==> src/rtl/tt_sel_driver.sv <==
// Drives the mux select lines: address-counter reset pulse, N increment strobes, then design enable.
// Optional macro TT_SEL_SKIP_RESET_EN: reuse the shadow address and only step forward when possible.
module tt_sel_driver #(
  parameter int unsigned ADDR_W    = 10,
  parameter int unsigned PULSE_CYC = 2
) (
  input  logic              clk,
  input  logic              rst,
  input  logic              start,
  input  logic [ADDR_W-1:0] target_addr,
  output logic              ctrl_sel_rst_n,
  output logic              ctrl_sel_inc,
  output logic              ctrl_ena,
  output logic              busy,
  output logic              done
);

  typedef enum logic [2:0] {IDLE, RST_LO, RST_HI, INC_HI, INC_LO, ENABLE} state_t;

  localparam logic [7:0]        PULSE_LAST = 8'(PULSE_CYC - 1);
  localparam logic [ADDR_W-1:0] ONE        = ADDR_W'(1);

  state_t            state_q, state_d;
  logic [7:0]        tmr_q, tmr_d;
  logic [ADDR_W-1:0] cnt_q, cnt_d;
  logic [ADDR_W-1:0] cur_addr_q, cur_addr_d;
  logic              valid_q, valid_d;
  logic              rst_n_q, rst_n_d;
  logic              inc_q, inc_d;
  logic              ena_q, ena_d;
  logic              busy_q, busy_d;
  logic              done_q, done_d;
  logic              tmr_end;

  assign tmr_end = (tmr_q == '0);

  always_comb begin
    state_d    = state_q;
    tmr_d      = tmr_q;
    cnt_d      = cnt_q;
    cur_addr_d = cur_addr_q;
    valid_d    = valid_q;
    done_d     = 1'b0;
    case (state_q)
      IDLE, ENABLE: begin
        if (start) begin
          valid_d = 1'b0;
          tmr_d   = PULSE_LAST;
`ifdef TT_SEL_SKIP_RESET_EN
          if (valid_q && (target_addr >= cur_addr_q)) begin
            // Counter already holds cur_addr: step forward by the difference only.
            cnt_d = target_addr - cur_addr_q;
            if (target_addr == cur_addr_q) begin
              state_d = ENABLE;
              valid_d = 1'b1;
              done_d  = 1'b1;
            end else begin
              state_d = INC_HI;
            end
          end else begin
            cnt_d   = target_addr;
            state_d = RST_LO;
          end
`else
          cnt_d   = target_addr;
          state_d = RST_LO;
`endif
        end
      end
      RST_LO: begin
        if (tmr_end) begin
          state_d    = RST_HI;
          tmr_d      = PULSE_LAST;
          cur_addr_d = '0;
        end else begin
          tmr_d = tmr_q - 8'd1;
        end
      end
      RST_HI: begin
        if (tmr_end) begin
          tmr_d = PULSE_LAST;
          if (cnt_q == '0) begin
            state_d = ENABLE;
            valid_d = 1'b1;
            done_d  = 1'b1;
          end else begin
            state_d = INC_HI;
          end
        end else begin
          tmr_d = tmr_q - 8'd1;
        end
      end
      INC_HI: begin
        if (tmr_end) begin
          state_d    = INC_LO;
          tmr_d      = PULSE_LAST;
          cur_addr_d = cur_addr_q + ONE;
        end else begin
          tmr_d = tmr_q - 8'd1;
        end
      end
      INC_LO: begin
        if (tmr_end) begin
          tmr_d = PULSE_LAST;
          cnt_d = cnt_q - ONE;
          if (cnt_q == ONE) begin
            state_d = ENABLE;
            valid_d = 1'b1;
            done_d  = 1'b1;
          end else begin
            state_d = INC_HI;
          end
        end else begin
          tmr_d = tmr_q - 8'd1;
        end
      end
      default: state_d = IDLE;
    endcase
    // Outputs are decoded from the next state so they register in step with it.
    rst_n_d = !((state_d == IDLE) || (state_d == RST_LO));
    inc_d   = (state_d == INC_HI);
    ena_d   = (state_d == ENABLE);
    busy_d  = (state_d == RST_LO) || (state_d == RST_HI) ||
              (state_d == INC_HI) || (state_d == INC_LO);
  end

  always_ff @(posedge clk) begin
    if (rst) begin
      state_q    <= IDLE;
      tmr_q      <= '0;
      cnt_q      <= '0;
      cur_addr_q <= '0;
      valid_q    <= 1'b0;
      rst_n_q    <= 1'b0;
      inc_q      <= 1'b0;
      ena_q      <= 1'b0;
      busy_q     <= 1'b0;
      done_q     <= 1'b0;
    end else begin
      state_q    <= state_d;
      tmr_q      <= tmr_d;
      cnt_q      <= cnt_d;
      cur_addr_q <= cur_addr_d;
      valid_q    <= valid_d;
      rst_n_q    <= rst_n_d;
      inc_q      <= inc_d;
      ena_q      <= ena_d;
      busy_q     <= busy_d;
      done_q     <= done_d;
    end
  end

  assign ctrl_sel_rst_n = rst_n_q;
  assign ctrl_sel_inc   = inc_q;
  assign ctrl_ena       = ena_q;
  assign busy           = busy_q;
  assign done           = done_q;

endmodule

==> config.mk <==
export PLATFORM = sky130hd
export DESIGN_NAME = tt_sel_driver
export DESIGN_NICKNAME = d
export VERILOG_FILES = /design/src/rtl/tt_sel_driver.sv
export SDC_FILE = /design/constraint.sdc
export NUM_CORES = 1
export LEC_CHECK = 0
export BUFFER_PORTS_ARGS = -buffer_cell sky130_fd_sc_hd__buf_4
export CORE_UTILIZATION = 55
export DETAILED_ROUTE_END_ITERATION = 7
export GPL_ROUTABILITY_DRIVEN = 0
export PLACE_DENSITY_LB_ADDON = 0.3
export SLEW_MARGIN = 20
export SYNTH_ARGS = -nofsm -noshare
export SYNTH_HDL_FRONTEND = slang
export SYNTH_SLANG_ARGS = --single-unit
==> constraint.sdc <==
create_clock -name clk -period 3.6 [get_ports clk]
set_input_delay 0 -clock clk [delete_from_list [all_inputs] [get_ports clk]]
set_output_delay 0 -clock clk [all_outputs]
set_load 0.1 [all_outputs]
### Word level (Yosys, flattened, before mapping)

Cells that the tools add are included.
Widths: inputs -> output; s select.

* logic and storage cells: 57
* bits of input ports: 13
* output and inout bits: 5
* bits in registers: 26

* add/subtract/negate cells: 2
* equal/unequal tests: 13
* multiplexer cells: 19
* reductions and logical operators: 15

Operators with widths (number)
* $mux 3: 7
* $mux 10: 2
* $pmux 10 s2: 1
* $mux 8: 2
* $pmux 8 s2: 1
* $pmux 3 s5: 1
* $eq 3x2->1 const B: 4
* $eq 3x3->1 const B: 4
* $eq 10x1->1 const B: 1
* $logic_not 10->1: 1
* $sub 10x1->10 const B: 1
* $logic_not 8->1: 1
* $sub 8x1->8 const B: 1
* $eq 3x1->1 const B: 2
* $logic_not 3->1: 2
* $logic_or 1x1->1: 4
* $mux 1: 4
* $ne 2x2->1 const B: 2
* $reduce_bool 2->1: 2
* $reduce_or 4->1: 1
* $reduce_and 3->1: 1
* $pmux 1 s2: 1
* $reduce_and 2->1: 1
* $reduce_or 2->1: 1
* $logic_not 1->1: 1

### Depth between registers and ports, before layout

* depth after elaboration: 8
* depth in mapped cells: 8
* depth with buffers taken out: 7

### Worst setup path after synthesis

No wires, ideal clock.

* kind: register -> register
* start point: register tmr_q[2]
* end point: register busy_q (netlist: busy)
* slack: 1619 ps
* required time: 3472 ps
* path buffers: 2
* period minus slack after synthesis: 1981 ps
* setup time: 128 ps
* data arrival time: 1853 ps
* stages on the path, launching flop included: 8
* cell sequence: dfxtp_1 buf_6 or4_1 buf_2 o32a_1 o221a_2 xnor2_1 a21oi_1

* longest elaborated chain between the ends: 7
* elaborated cells on any way between the ends: 13
* those cells by class: 4 x eq/ne; 5 x mux; 4 x reduce/logical

Ends and longest elaborated chain
* start, declared: line 24 `logic [7:0] tmr_q, tmr_d;`
* start signal, assigned: line 141 `tmr_q <= tmr_d;`
* $logic_not 8->1 *: line 35 `assign tmr_end = (tmr_q == '0);`
* $mux 3, on equally long branches
* $pmux 3 s5 *: line 44 `case (state_q)`
* $eq 3x1->1 or $eq 3x2->1 (tied branches): line 123 `busy_d = (state_d == RST_LO) || (state_d == RST_HI) ||`
* $logic_or 1x1->1 (2 in series): line 123
* $logic_or 1x1->1 *: line 124 `(state_d == INC_HI) || (state_d == INC_LO);`
* end signal, assigned: line 148 `busy_q <= busy_d;`
* end, declared: line 31 `logic busy_q, busy_d;`

Every way passes the cells marked *; elsewhere a longest branch is shown, timed or not.
A chain may end at the register's enable or synchronous reset.

### Worst setup path after layout

* start point: register tmr_q[0]
* end point: register cnt_q[0]

* longest elaborated chain between the ends: 3

Ends and longest elaborated chain
* $logic_not 8->1: line 35
* $ne 2x2->1 (no line)
* $reduce_and 3->1 (no line)
* end signal, assigned: line 142 `cnt_q <= cnt_d;`
* end, declared: line 25 `logic [ADDR_W-1:0] cnt_q, cnt_d;`

Every way passes these cells.

==> results.py <==
metrics = {
    "status": {
        "status": "complete, no violations",
    },
    "timing": {
        "setup_tns_ns": 0,
        "hold_viol": 0,
        "worstMarginPinSlew_ns": 0.7938,
        "fin_crit_sh_pct": 65.64,
        "min_period_ns": 2.363,
        "rsz0062_at_grt": "no",
        "report.final.slew_viol_count": 0,
        "fin_worst_skew_ns": 0.001513,
        "fmax_mhz": 423.2,
        "setup_viol": 0,
        "relSlewSlack_pct": 46.64,
        "post-route-worst-setup-slack_ns": 1.237,
    },
    "clock_tree": {
        "tritoncts": "done",
        "clockRootBuffer": "clkbuf_4",
        "clk_latency_ns": 0.33,
        "htreeDepth": 1,
        "numCtsBuffers": 3,
        "clockBufferDepth": 2,
        "cts_setup_buffers": 0,
        "cts.sinks": 26,
        "clkSlewWorstSetupHoldPaths_ns": 0.14,
    },
    "synthesis": {
        "synth_seq_cells": 26,
        "synth_edf_count": 0,
        "syn_avg_cell_area_um2": 7.868,
        "seq_area_frac_synth_pct": 34.10,
        "synth_mux_area_share_pct": 0,
        "synthSimpleGateAreaFrac_pct": 27.21,
        "synth-compound-area-share_pct": 27.87,
        "syn_inst": 194,
        "synth-xor-area-share_pct": 2.295,
        "synth-adder-area-share_pct": 3.279,
        "synth_area_mm2": 0.001526,
        "async_flop_share_pct": 0,
        "synthFlopType": "dfxtp_1",
        "syn_nets": 211,
        "synth_top_family_by_area": "compound AO/OA/AOI/OAI gates",
        "synth_cell_types": 52,
        "yosys_warnings": 0,
    },
    "pwr": {
        "power_density_mw_per_mm2": 842.9,
        "p_leak_nw": 0.6743,
        "peakVddDrop_mv": 0.6693,
    },
    "setup_path": {
        "timing.critical_path.buf_inv": 1,
        "cp-end-kind": "flop",
        "worst_path_max_delay_cell": "a221oi_2",
        "worstPathCellList": "inv_1 > ha_1 > nor3b_1 > nand3_1 > a221oi_2 > o21ai_0 > a221oi_1",
        "crit_type": "flop to flop",
        "max_stage_delay_ns": 0.53,
        "cp.required_ns": 3.84,
        "timing.critical_path.arrival_ns": 2.60,
        "crit_path_max_fanout": 7,
        "start_kind": "flop",
        "crit_family": "compound AO/OA/AOI/OAI gates",
    },
    "die": {
        "die-area_mm2": 0.002990,
        "design.core.area_mm2": 0.002545,
        "die_width_um": 54.68,
        "die_height_um": 54.68,
        "start_util_pct": 59.98,
        "ios": 18,
        "rows": 18,
    },
    "final_layout": {
        "fin_nets": 224,
        "most-common-layout-cells": "dfxtp_1, a21oi_1, nor2_1",
        "area_growth_pct": 11.48,
        "drive_gt1_share_pct": 14.56,
        "fillers": 233,
        "n_antenna_cell": 0,
        "layout_commonest_cell": "dfxtp_1",
    },
    "hold_path": {
        "hold_class": "input port to flop",
    },
    "route": {
        "via_count": 1521,
        "drtIter0Drc": 98,
        "drc": 0,
        "vias_per_cell": 6.445,
        "wirelength_mm": 3.496,
        "ant_nets": 0,
        "dr.pass1.iters": 4,
        "wire_per_inst_um": 14.81,
    },
    "grt": {
        "grt_pass1_vias": 1307,
        "grt_max_degree": 21,
        "antenna_found_initial": 0,
        "track_usage_pct": 25.45,
        "grt_overflow": 0,
        "grt_pass1_wl_mm": 5.457,
    },
    "placed_design": {
        "pre_cts_ws_ns": 1.322,
        "portBuffers": 17,
        "dp_hpwl_mm": 2.474,
    },
    "flow_run": {
        "drv_cap": 0,
    },
}
==> registers in the layout (all words and copies together), names as in the netlist <==
register	count
cnt_q	10
tmr_q	8
state_q	3
busy	1
ctrl_ena	1
ctrl_sel_inc	1
ctrl_sel_rst_n	1
done	1
==> synth_stat cells (all sizes together), types with 2 or more instances <==
cell | count | area (um^2)
xor2 | 3 | 26.28
nand3 | 6 | 35.03
nor2b | 2 | 12.51
a221oi | 2 | 23.77
nor3b | 3 | 22.52
clkbuf | 8 | 30.03
a21o | 3 | 22.52
o21a | 2 | 15.01
or3b | 2 | 17.52
a31oi | 6 | 37.54
nor2 | 19 | 71.32
nand4 | 3 | 18.77
o21ai | 15 | 75.07
or4 | 5 | 41.29
nor4 | 5 | 52.55
nand2 | 17 | 63.81
o31ai | 2 | 15.01
dfxtp | 26 | 520.5
buf | 4 | 23.77
o21bai | 2 | 15.01
nor3 | 6 | 30.03
a21oi | 21 | 105.1
ha | 4 | 50.05
inv | 7 | 26.28
nand2b | 2 | 12.51
==> cells by family after synthesis <==
logic type / after synthesis
XOR/XNOR: 4
AO/OA/AOI/OAI: 66
AND/OR/NAND/NOR: 75
buffers and inverters: 19
flip-flops: 26
adder cells (fa/ha/maj): 4
==> layout make-up <==
| type | count | area [um^2] | area share (%) |
|---|---|---|---|
| Timing Repair Buffer | 20 | 155.1 | 9.118 |
| Multi-Input combinational cell | 149 | 925.9 | 54.41 |
| Tap cell | 30 | 37.54 | 2.206 |
| Inverter | 7 | 26.28 | 1.544 |
| Sequential cell | 26 | 520.5 | 30.59 |
| Clock buffer | 4 | 36.28 | 2.132 |
==> worst paths after layout <==
check,from,endpoint,slack (ns),depth (start not counted)
worst max register to register,tmr_q[0],cnt_q[0],1.24,7
worst min-delay path,target_addr[3],cnt_q[3],0.004,4
worst max-delay path,tmr_q[0],cnt_q[0],1.24,7
worst min register to register,cnt_q[9],cnt_q[9],0.50,2
==> tightest hold or removal path: cells and delay by family <==
kind	cells	cell delay (ns)
AND/OR/NAND/NOR	1	0.05
AO/OA/AOI/OAI	2	0.15
buffers and inverters	1	0.11
==> through the flow <==
stage | total power (W) | util, % | hold slack (ns) | cell area, um^2 | cells
after global placement | 0.001231 | 64.65 | 0.3151 | 1645 | 230
after global routing | 0.001531 | 66.86 | 0.02926 | 1702 | 236
after floorplan | 0.001116 | - | 0.2287 | 1526 | 194
after CTS | 0.001427 | 66.86 | 0.001996 | 1702 | 236
after detailed placement | 0.001273 | 64.65 | 0.3203 | 1645 | 230
final | 0.001434 | 66.86 | 0.004460 | 1702 | 236
==> power by group <==
| group | internal [W] | switching [W] | total [W] |
|---|---|---|---|
| clock | 0.0000620 | 0.0000893 | 0.000151 |
| combinational | 0.000286 | 0.000508 | 0.000794 |
| sequential | 0.000376 | 0.000114 | 0.000489 |
==> layer usage <==
| layer | wire length (um) | track usage (%) | vias up | share of wire (%) |
|---|---|---|---|---|
| met3 | 192 | 3.056 | 7 | 5.5 |
| met5 | 0 | 0 | - | 0 |
| met1 | 1510 | 31.11 | 712 | 43 |
| met2 | 1737 | 43.57 | 62 | 50 |
| li1 | - | - | 740 | - |
| met4 | 56 | 11.97 | 0 | 1.6 |
==> timing repair <==
item | in CTS | in global routing
hold buffers | 2 | 0
resized for setup | 0 | 0
endpoints found under the hold margin | 15 | 0
Note: power is estimated with default switching activity, not from simulation.
